$ cat src/rtl/core_run_ctrl_if.sv
`default_nettype none
// ============================================================================
// core_run_ctrl_if : command, load-stream and core-control bundle
// Rev 1.0
// ============================================================================
interface core_run_ctrl_if #(
    parameter int INST_W = 8,
    parameter int ADDR_W = 4,
    parameter int CNT_W  = 8
);
    logic              cmd_valid;
    logic [1:0]        cmd;
    logic              cmd_ready;
    logic              data_valid;
    logic [INST_W-1:0] data_in;
    logic              data_ready;
    logic              core_done;
    logic              imem_we;
    logic [ADDR_W-1:0] imem_waddr;
    logic [INST_W-1:0] imem_wdata;
    logic              core_en;
    logic              core_rst;
    logic              load_done;
    logic [2:0]        state_out;
    logic [CNT_W-1:0]  exec_cnt;

    modport master (
        output cmd_valid, cmd, data_valid, data_in, core_done,
        input  cmd_ready, data_ready, imem_we, imem_waddr, imem_wdata,
               core_en, core_rst, load_done, state_out, exec_cnt
    );

    modport slave (
        input  cmd_valid, cmd, data_valid, data_in, core_done,
        output cmd_ready, data_ready, imem_we, imem_waddr, imem_wdata,
               core_en, core_rst, load_done, state_out, exec_cnt
    );
endinterface
`default_nettype wire

$ cat src/rtl/core_run_ctrl.sv
`default_nettype none
// ============================================================================
// core_run_ctrl : program loader and RUN/STEP/HALT sequencer for the core
// Rev 1.0
// ============================================================================
module core_run_ctrl #(
    parameter int IMEM_SZ = 16,
    parameter int INST_W  = 8,
    parameter int ADDR_W  = 4,
    parameter int CNT_W   = 8
) (
    input  wire logic      clk,
    input  wire logic      rst,
    core_run_ctrl_if.slave bus
);
    typedef enum logic [2:0] {
        IDLE = 3'd0,
        LOAD = 3'd1,
        RUN  = 3'd2,
        STEP = 3'd3,
        DONE = 3'd4
    } state_t;

    localparam logic [1:0]        C_CMD_LOAD  = 2'b00;
    localparam logic [1:0]        C_CMD_RUN   = 2'b01;
    localparam logic [1:0]        C_CMD_STEP  = 2'b10;
    localparam logic [1:0]        C_CMD_HALT  = 2'b11;
    localparam logic [ADDR_W-1:0] C_LAST_ADDR = ADDR_W'(IMEM_SZ - 1);
    localparam logic [CNT_W-1:0]  C_CNT_MAX   = '1;

    state_t            r_state;
    state_t            w_state_nxt;
    logic [ADDR_W-1:0] r_addr;
    logic [CNT_W-1:0]  r_exec_cnt;
    logic              r_core_en;
    logic              r_core_rst;
    logic              r_load_done;

    logic              w_load;
    logic              w_run;
    logic              w_step;
    logic              w_halt;
    logic              w_beat;
    logic              w_last_beat;
    logic              w_enter_load;
    logic [INST_W-1:0] w_wdata;

    // cmd_ready is tied high, so every strobe is an accepted command
    assign w_load = bus.cmd_valid && (bus.cmd == C_CMD_LOAD);
    assign w_run  = bus.cmd_valid && (bus.cmd == C_CMD_RUN);
    assign w_step = bus.cmd_valid && (bus.cmd == C_CMD_STEP);
    assign w_halt = bus.cmd_valid && (bus.cmd == C_CMD_HALT);

    assign w_beat       = (r_state == LOAD) && bus.data_valid;
    assign w_last_beat  = w_beat && (r_addr == C_LAST_ADDR);
    assign w_enter_load = (r_state != LOAD) && (w_state_nxt == LOAD);
    assign w_wdata      = bus.data_in;

    always_comb begin
        w_state_nxt = r_state;
        case (r_state)
            IDLE: begin
                if (w_load)      w_state_nxt = LOAD;
                else if (w_run)  w_state_nxt = bus.core_done ? DONE : RUN;
                else if (w_step) w_state_nxt = bus.core_done ? DONE : STEP;
            end
            // A final beat wins over a simultaneous HALT so the load completes
            LOAD: begin
                if (w_last_beat || w_halt) w_state_nxt = IDLE;
            end
            RUN: begin
                if (bus.core_done) w_state_nxt = DONE;
                else if (w_halt)   w_state_nxt = IDLE;
            end
            STEP: w_state_nxt = bus.core_done ? DONE : IDLE;
            DONE: begin
                if (w_load)      w_state_nxt = LOAD;
                else if (w_halt) w_state_nxt = IDLE;
            end
            default: w_state_nxt = IDLE;
        endcase
    end

    always_ff @(posedge clk) begin
        if (rst) begin
            r_state     <= IDLE;
            r_addr      <= '0;
            r_exec_cnt  <= '0;
            r_core_en   <= 1'b0;
            r_core_rst  <= 1'b0;
            r_load_done <= 1'b0;
        end else begin
            r_state     <= w_state_nxt;
            r_core_en   <= (w_state_nxt == RUN) || (w_state_nxt == STEP);
            r_core_rst  <= w_last_beat;
            r_load_done <= w_last_beat;

            if (w_enter_load)
                r_addr <= '0;
            else if (w_beat)
                r_addr <= r_addr + ADDR_W'(1);

            if (w_last_beat)
                r_exec_cnt <= '0;
            else if (r_core_en && (r_exec_cnt != C_CNT_MAX))
                r_exec_cnt <= r_exec_cnt + CNT_W'(1);
        end
    end

    assign bus.cmd_ready  = 1'b1;
    assign bus.data_ready = (r_state == LOAD);
    assign bus.imem_we    = w_beat;
    assign bus.imem_waddr = r_addr;
    assign bus.imem_wdata = w_wdata;
    assign bus.core_en    = r_core_en;
    assign bus.core_rst   = r_core_rst;
    assign bus.load_done  = r_load_done;
    assign bus.state_out  = r_state;
    assign bus.exec_cnt   = r_exec_cnt;
endmodule
`default_nettype wire
$ cat src/flat_wrapper.sv
// flat-port wrapper written by rule: the top's interface ports become plain ports
module core_run_ctrl_flat 
#(
    parameter int IMEM_SZ = 16,
    parameter int INST_W  = 8,
    parameter int ADDR_W  = 4,
    parameter int CNT_W   = 8
)
  (clk, rst, bus_cmd_valid, bus_cmd, bus_data_valid, bus_data_in, bus_core_done, bus_cmd_ready, bus_data_ready, bus_imem_we, bus_imem_waddr, bus_imem_wdata, bus_core_en, bus_core_rst, bus_load_done, bus_state_out, bus_exec_cnt);
  core_run_ctrl_if #(.INST_W(INST_W), .ADDR_W(ADDR_W), .CNT_W(CNT_W)) bus_i ();
  input  wire logic clk;
  input  wire logic rst;
  input wire logic [$bits(bus_i.cmd_valid)-1:0] bus_cmd_valid;
  input wire logic [$bits(bus_i.cmd)-1:0] bus_cmd;
  input wire logic [$bits(bus_i.data_valid)-1:0] bus_data_valid;
  input wire logic [$bits(bus_i.data_in)-1:0] bus_data_in;
  input wire logic [$bits(bus_i.core_done)-1:0] bus_core_done;
  output wire logic [$bits(bus_i.cmd_ready)-1:0] bus_cmd_ready;
  output wire logic [$bits(bus_i.data_ready)-1:0] bus_data_ready;
  output wire logic [$bits(bus_i.imem_we)-1:0] bus_imem_we;
  output wire logic [$bits(bus_i.imem_waddr)-1:0] bus_imem_waddr;
  output wire logic [$bits(bus_i.imem_wdata)-1:0] bus_imem_wdata;
  output wire logic [$bits(bus_i.core_en)-1:0] bus_core_en;
  output wire logic [$bits(bus_i.core_rst)-1:0] bus_core_rst;
  output wire logic [$bits(bus_i.load_done)-1:0] bus_load_done;
  output wire logic [$bits(bus_i.state_out)-1:0] bus_state_out;
  output wire logic [$bits(bus_i.exec_cnt)-1:0] bus_exec_cnt;
  assign bus_i.cmd_valid = bus_cmd_valid;
  assign bus_i.cmd = bus_cmd;
  assign bus_i.data_valid = bus_data_valid;
  assign bus_i.data_in = bus_data_in;
  assign bus_i.core_done = bus_core_done;
  assign bus_cmd_ready = bus_i.cmd_ready;
  assign bus_data_ready = bus_i.data_ready;
  assign bus_imem_we = bus_i.imem_we;
  assign bus_imem_waddr = bus_i.imem_waddr;
  assign bus_imem_wdata = bus_i.imem_wdata;
  assign bus_core_en = bus_i.core_en;
  assign bus_core_rst = bus_i.core_rst;
  assign bus_load_done = bus_i.load_done;
  assign bus_state_out = bus_i.state_out;
  assign bus_exec_cnt = bus_i.exec_cnt;
  core_run_ctrl #(.IMEM_SZ(IMEM_SZ), .INST_W(INST_W), .ADDR_W(ADDR_W), .CNT_W(CNT_W)) u_core (.clk(clk), .rst(rst), .bus(bus_i));
endmodule
$ cat config.mk
export PLATFORM = sky130hd
export DESIGN_NAME = core_run_ctrl_flat
export DESIGN_NICKNAME = d
export VERILOG_FILES = /design/src/rtl/core_run_ctrl_if.sv /design/src/rtl/core_run_ctrl.sv /design/src/flat_wrapper.sv
export SDC_FILE = /design/constraint.sdc
export NUM_CORES = 1
export LEC_CHECK = 0
export BUFFER_PORTS_ARGS = -buffer_cell sky130_fd_sc_hd__buf_2
export CAP_MARGIN = 40
export CORE_ASPECT_RATIO = 0.8
export CORE_MARGIN = 4
export CORE_UTILIZATION = 40
export DETAILED_ROUTE_END_ITERATION = 8
export PLACE_DENSITY = 0.8
export SYNTH_ARGS = -nofsm -noshare
export SYNTH_HDL_FRONTEND = slang
export SYNTH_SLANG_ARGS = --single-unit
$ cat constraint.sdc
create_clock -name clk -period 1.8 [get_ports clk]
set_clock_uncertainty 0.05 [all_clocks]
set_input_delay 0.36 -clock clk [delete_from_list [all_inputs] [get_ports clk]]
set_output_delay 0.36 -clock clk [all_outputs]
set_load 0.03 [all_outputs]
==> results.toml <==
[logic_synthesis]
yosys.area.top_type = "dfxtp_1"
synthArstFlopShare_pct = 0
synth_ff_type = "dfxtp_1"
ys_top_cells_by_area = "dfxtp_1 38%, buf_4 9.3%, nor2_1 6.4%, xor2_1 4.9%, a21oi_1 4.0%"
yosysUniqueCellTypes = 29
synth_top_cell_area_share_pct = 38.4
synthCells = 99
synth-seq-cells = 17
synth_area_per_cell_um2 = 8.95
synth_fp_nets = 116
yosysMostFrequentCell = "dfxtp_1"
yosys-top-cells-count = "17 x dfxtp_1, 15 x nor2_1, 11 x buf_4"
synth_warnings = 0
syn_area_um2 = 886
synth-edff-count = 0
ys_seq_area_share_pct = 38.4

[clock_network]
numCtsBuffers = 3
tritoncts = "yes"
cts.sinks = 17
ctsHoldBuffers = 0
worstSkewPairLatency_ps = 280
htreeDepth = 1
clk_pin_slew_ps = 90
cts_buffer_depth = 2
root_buffer = "clkbuf_4"

[critical_path]
startpoint_type = "flip-flop"
crit_slowest_cell = "dfxtp_1"
rr_worst_depth = 4
crit_chain = "nor3b_1 > buf_2"
worst-path-buf-inv = 1
crit_path_end_kind = "output pin"
critPathArrivalTime_ps = 1300
critPathRequiredTime_ps = 1390
slowest_delay_ps = 400
crit_type = "flip-flop to output pin"
timing.rr.start = "u_core.bus.state_out[1]"
crit_family = "flip-flops"
rr_endpoint = "u_core.bus.imem_waddr[0]"
crit_fanout = 8
r2r_slack_ps = 350

[timing]
finalMaxSlewViolations = 0
fmax_mhz = 585
setup_viol = 0
finalCriticalPeriod_ps = 1710
rsz0062_at_grt = "false"
fin_tns_setup_ps = 0
min_period_over_period_pct = 94.9
finalHoldViolCount = 0

[min_path]
hold_path.class = "primary input to flip-flop"
min_from = "rst"
worstHoldPathCells = 2
holdPathEnd = "u_core.bus.load_done"

[placed_design]
io_buffers = 26
gp_congestion = 0.872
dpl-instance-area_um2 = 971
dp_hpwl_um = 1450
dpl.cell_count = 139

[global_routing]
grt_pass1_vias = 694
grt_pass1_wl_um = 3240
track_usage_pct = 13.6
grt_overflow_total = 0
grt_max_degree = 10
antenna_found_initial = 0

[power]
power_density_nw_per_um2 = 674
leakage_uw = 0.000470
ir_worst_vdd_mv = 0.475

[drt]
drt-total-wl_um = 1820
routed_via_density = 5.27
via_count = 753
wl_per_cell_um = 12.7
drt_iter0_markers = 22
drc = 0
first_pass_iters = 4
antenna_left = 0

[floorplanning]
start_util_pct = 44.4
dieHeight_um = 50.1
core_um2 = 2000
dieArea_um2 = 3040
ioPinCount = 44
rows = 14
die_w_um = 60.6

[run_status]
outcome = "completed"

[flow_run]
drv_cap = 0

[final_layout]
drive_gt1_share_pct = 29.4
final_cells = 143
diodes = 0
area_growth_pct = 13.3
final_nets = 137
fin_area_um2 = 1000
fillCellCount = 195
[sequential cells by signal, summed over array words and instances (netlist names)]
register and count:
u_core.bus.core_en 1, u_core.bus.exec_cnt 8, u_core.bus.imem_waddr 4, u_core.bus.load_done 1
u_core.bus.state_out 3
[final cells by class]
| cell class | count | area, µm² | area share (%) |
|---|---|---|---|
| Multi-Input combinational cell | 68 | 458 | 45.6 |
| Sequential cell | 17 | 340 | 33.9 |
| Timing Repair Buffer | 27 | 138 | 13.7 |
| Tap cell | 24 | 30.0 | 2.99 |
| Clock buffer | 4 | 26.3 | 2.62 |
| Inverter | 3 | 11.3 | 1.12 |
[worst max-delay path by stage]
stage,startpoint,cells past startpoint,to,slack [ps]
floorplan,u_core.bus.state_out[0],3,u_core.bus.state_out[0],20
global placement,bus_cmd[1],5,u_core.bus.imem_waddr[0],300
detailed placement,bus_cmd[1],5,u_core.bus.imem_waddr[0],290
CTS,u_core.bus.state_out[1],2,bus_imem_we,60
global route,u_core.bus.state_out[1],2,bus_data_ready,10
finish,u_core.bus.state_out[1],2,bus_data_ready,90
[where the power goes]
part | leakage, µW | switching (µW) | internal (µW) | total [µW]
registers | 0.000137 | 11.2 | 384 | 395
clock network | 0.0000150 | 106 | 86.1 | 192
logic | 0.000318 | 58.2 | 30.9 | 89.1
total | 0.000470 | 175 | 501 | 676
[layer usage]
layer | vias to the layer above | GRT usage, % | routed length, µm
li1 | 378 | - | -
met3 | 8 | 4.44 | 118
met5 | - | 0 | 0
met4 | 0 | 4.69 | 30
met2 | 26 | 21.2 | 883
met1 | 341 | 17.3 | 786
[metrics by stage]
| stage | util, % | worst slack (ps) | hold slack [ps] | total power [µW] |
|---|---|---|---|---|
| 6_report | 50.3 | 91.5 | 229 | 676 |
| 5_1_grt | 50.3 | 13.9 | 230 | 713 |
| 2_1_floorplan | - | 20.3 | 379 | 496 |
| 4_1_cts | 49.9 | 60.7 | 216 | 683 |
| 3_3_place_gp | 48.6 | 296 | 471 | 489 |
| 3_5_place_dp | 48.6 | 292 | 482 | 490 |
[repair_timing]
action | in CTS | in global routing
resized for setup | 0 | 1
setup buffers | 0 | 0
setup endpoints to repair | 0 | 1
endpoints found under the hold margin | 0 | 0
[cells by family (layout without fill, tap and decap cells)]
logic type	count (synthesis)	count (layout)	synth area share, %
AOI/OAI and AO/OA	18	18	13.3
other	1	1	0.423
buffers and inverters	14	34	10.6
xor gates and xnor gates	7	7	6.92
muxes	3	3	3.39
adders and majority gates	2	2	2.82
and+or+nand+nor	37	37	24.1
DFF	17	17	38.4
[cell usage in the layout, fill, tap and decap left out, types with 2 or more instances in the layout]
| master | count |
|---|---|
| buf_2 | 26 |
| dfxtp_1 | 17 |
| nor2_1 | 15 |
| a21oi_1 | 7 |
| xor2_1 | 5 |
| nand4_1 | 4 |
| nand2_1 | 4 |
| inv_1 | 3 |
| nand3_1 | 3 |
| mux2i_1 | 3 |
| clkbuf_4 | 3 |
| nor3b_1 | 2 |
| and3_1 | 2 |
| o21a_1 | 2 |
| o21ai_0 | 2 |
| o2111a_1 | 2 |
| xnor2_1 | 2 |
| o211ai_1 | 2 |
| ha_1 | 2 |
Power figures use the tool's default switching activity.
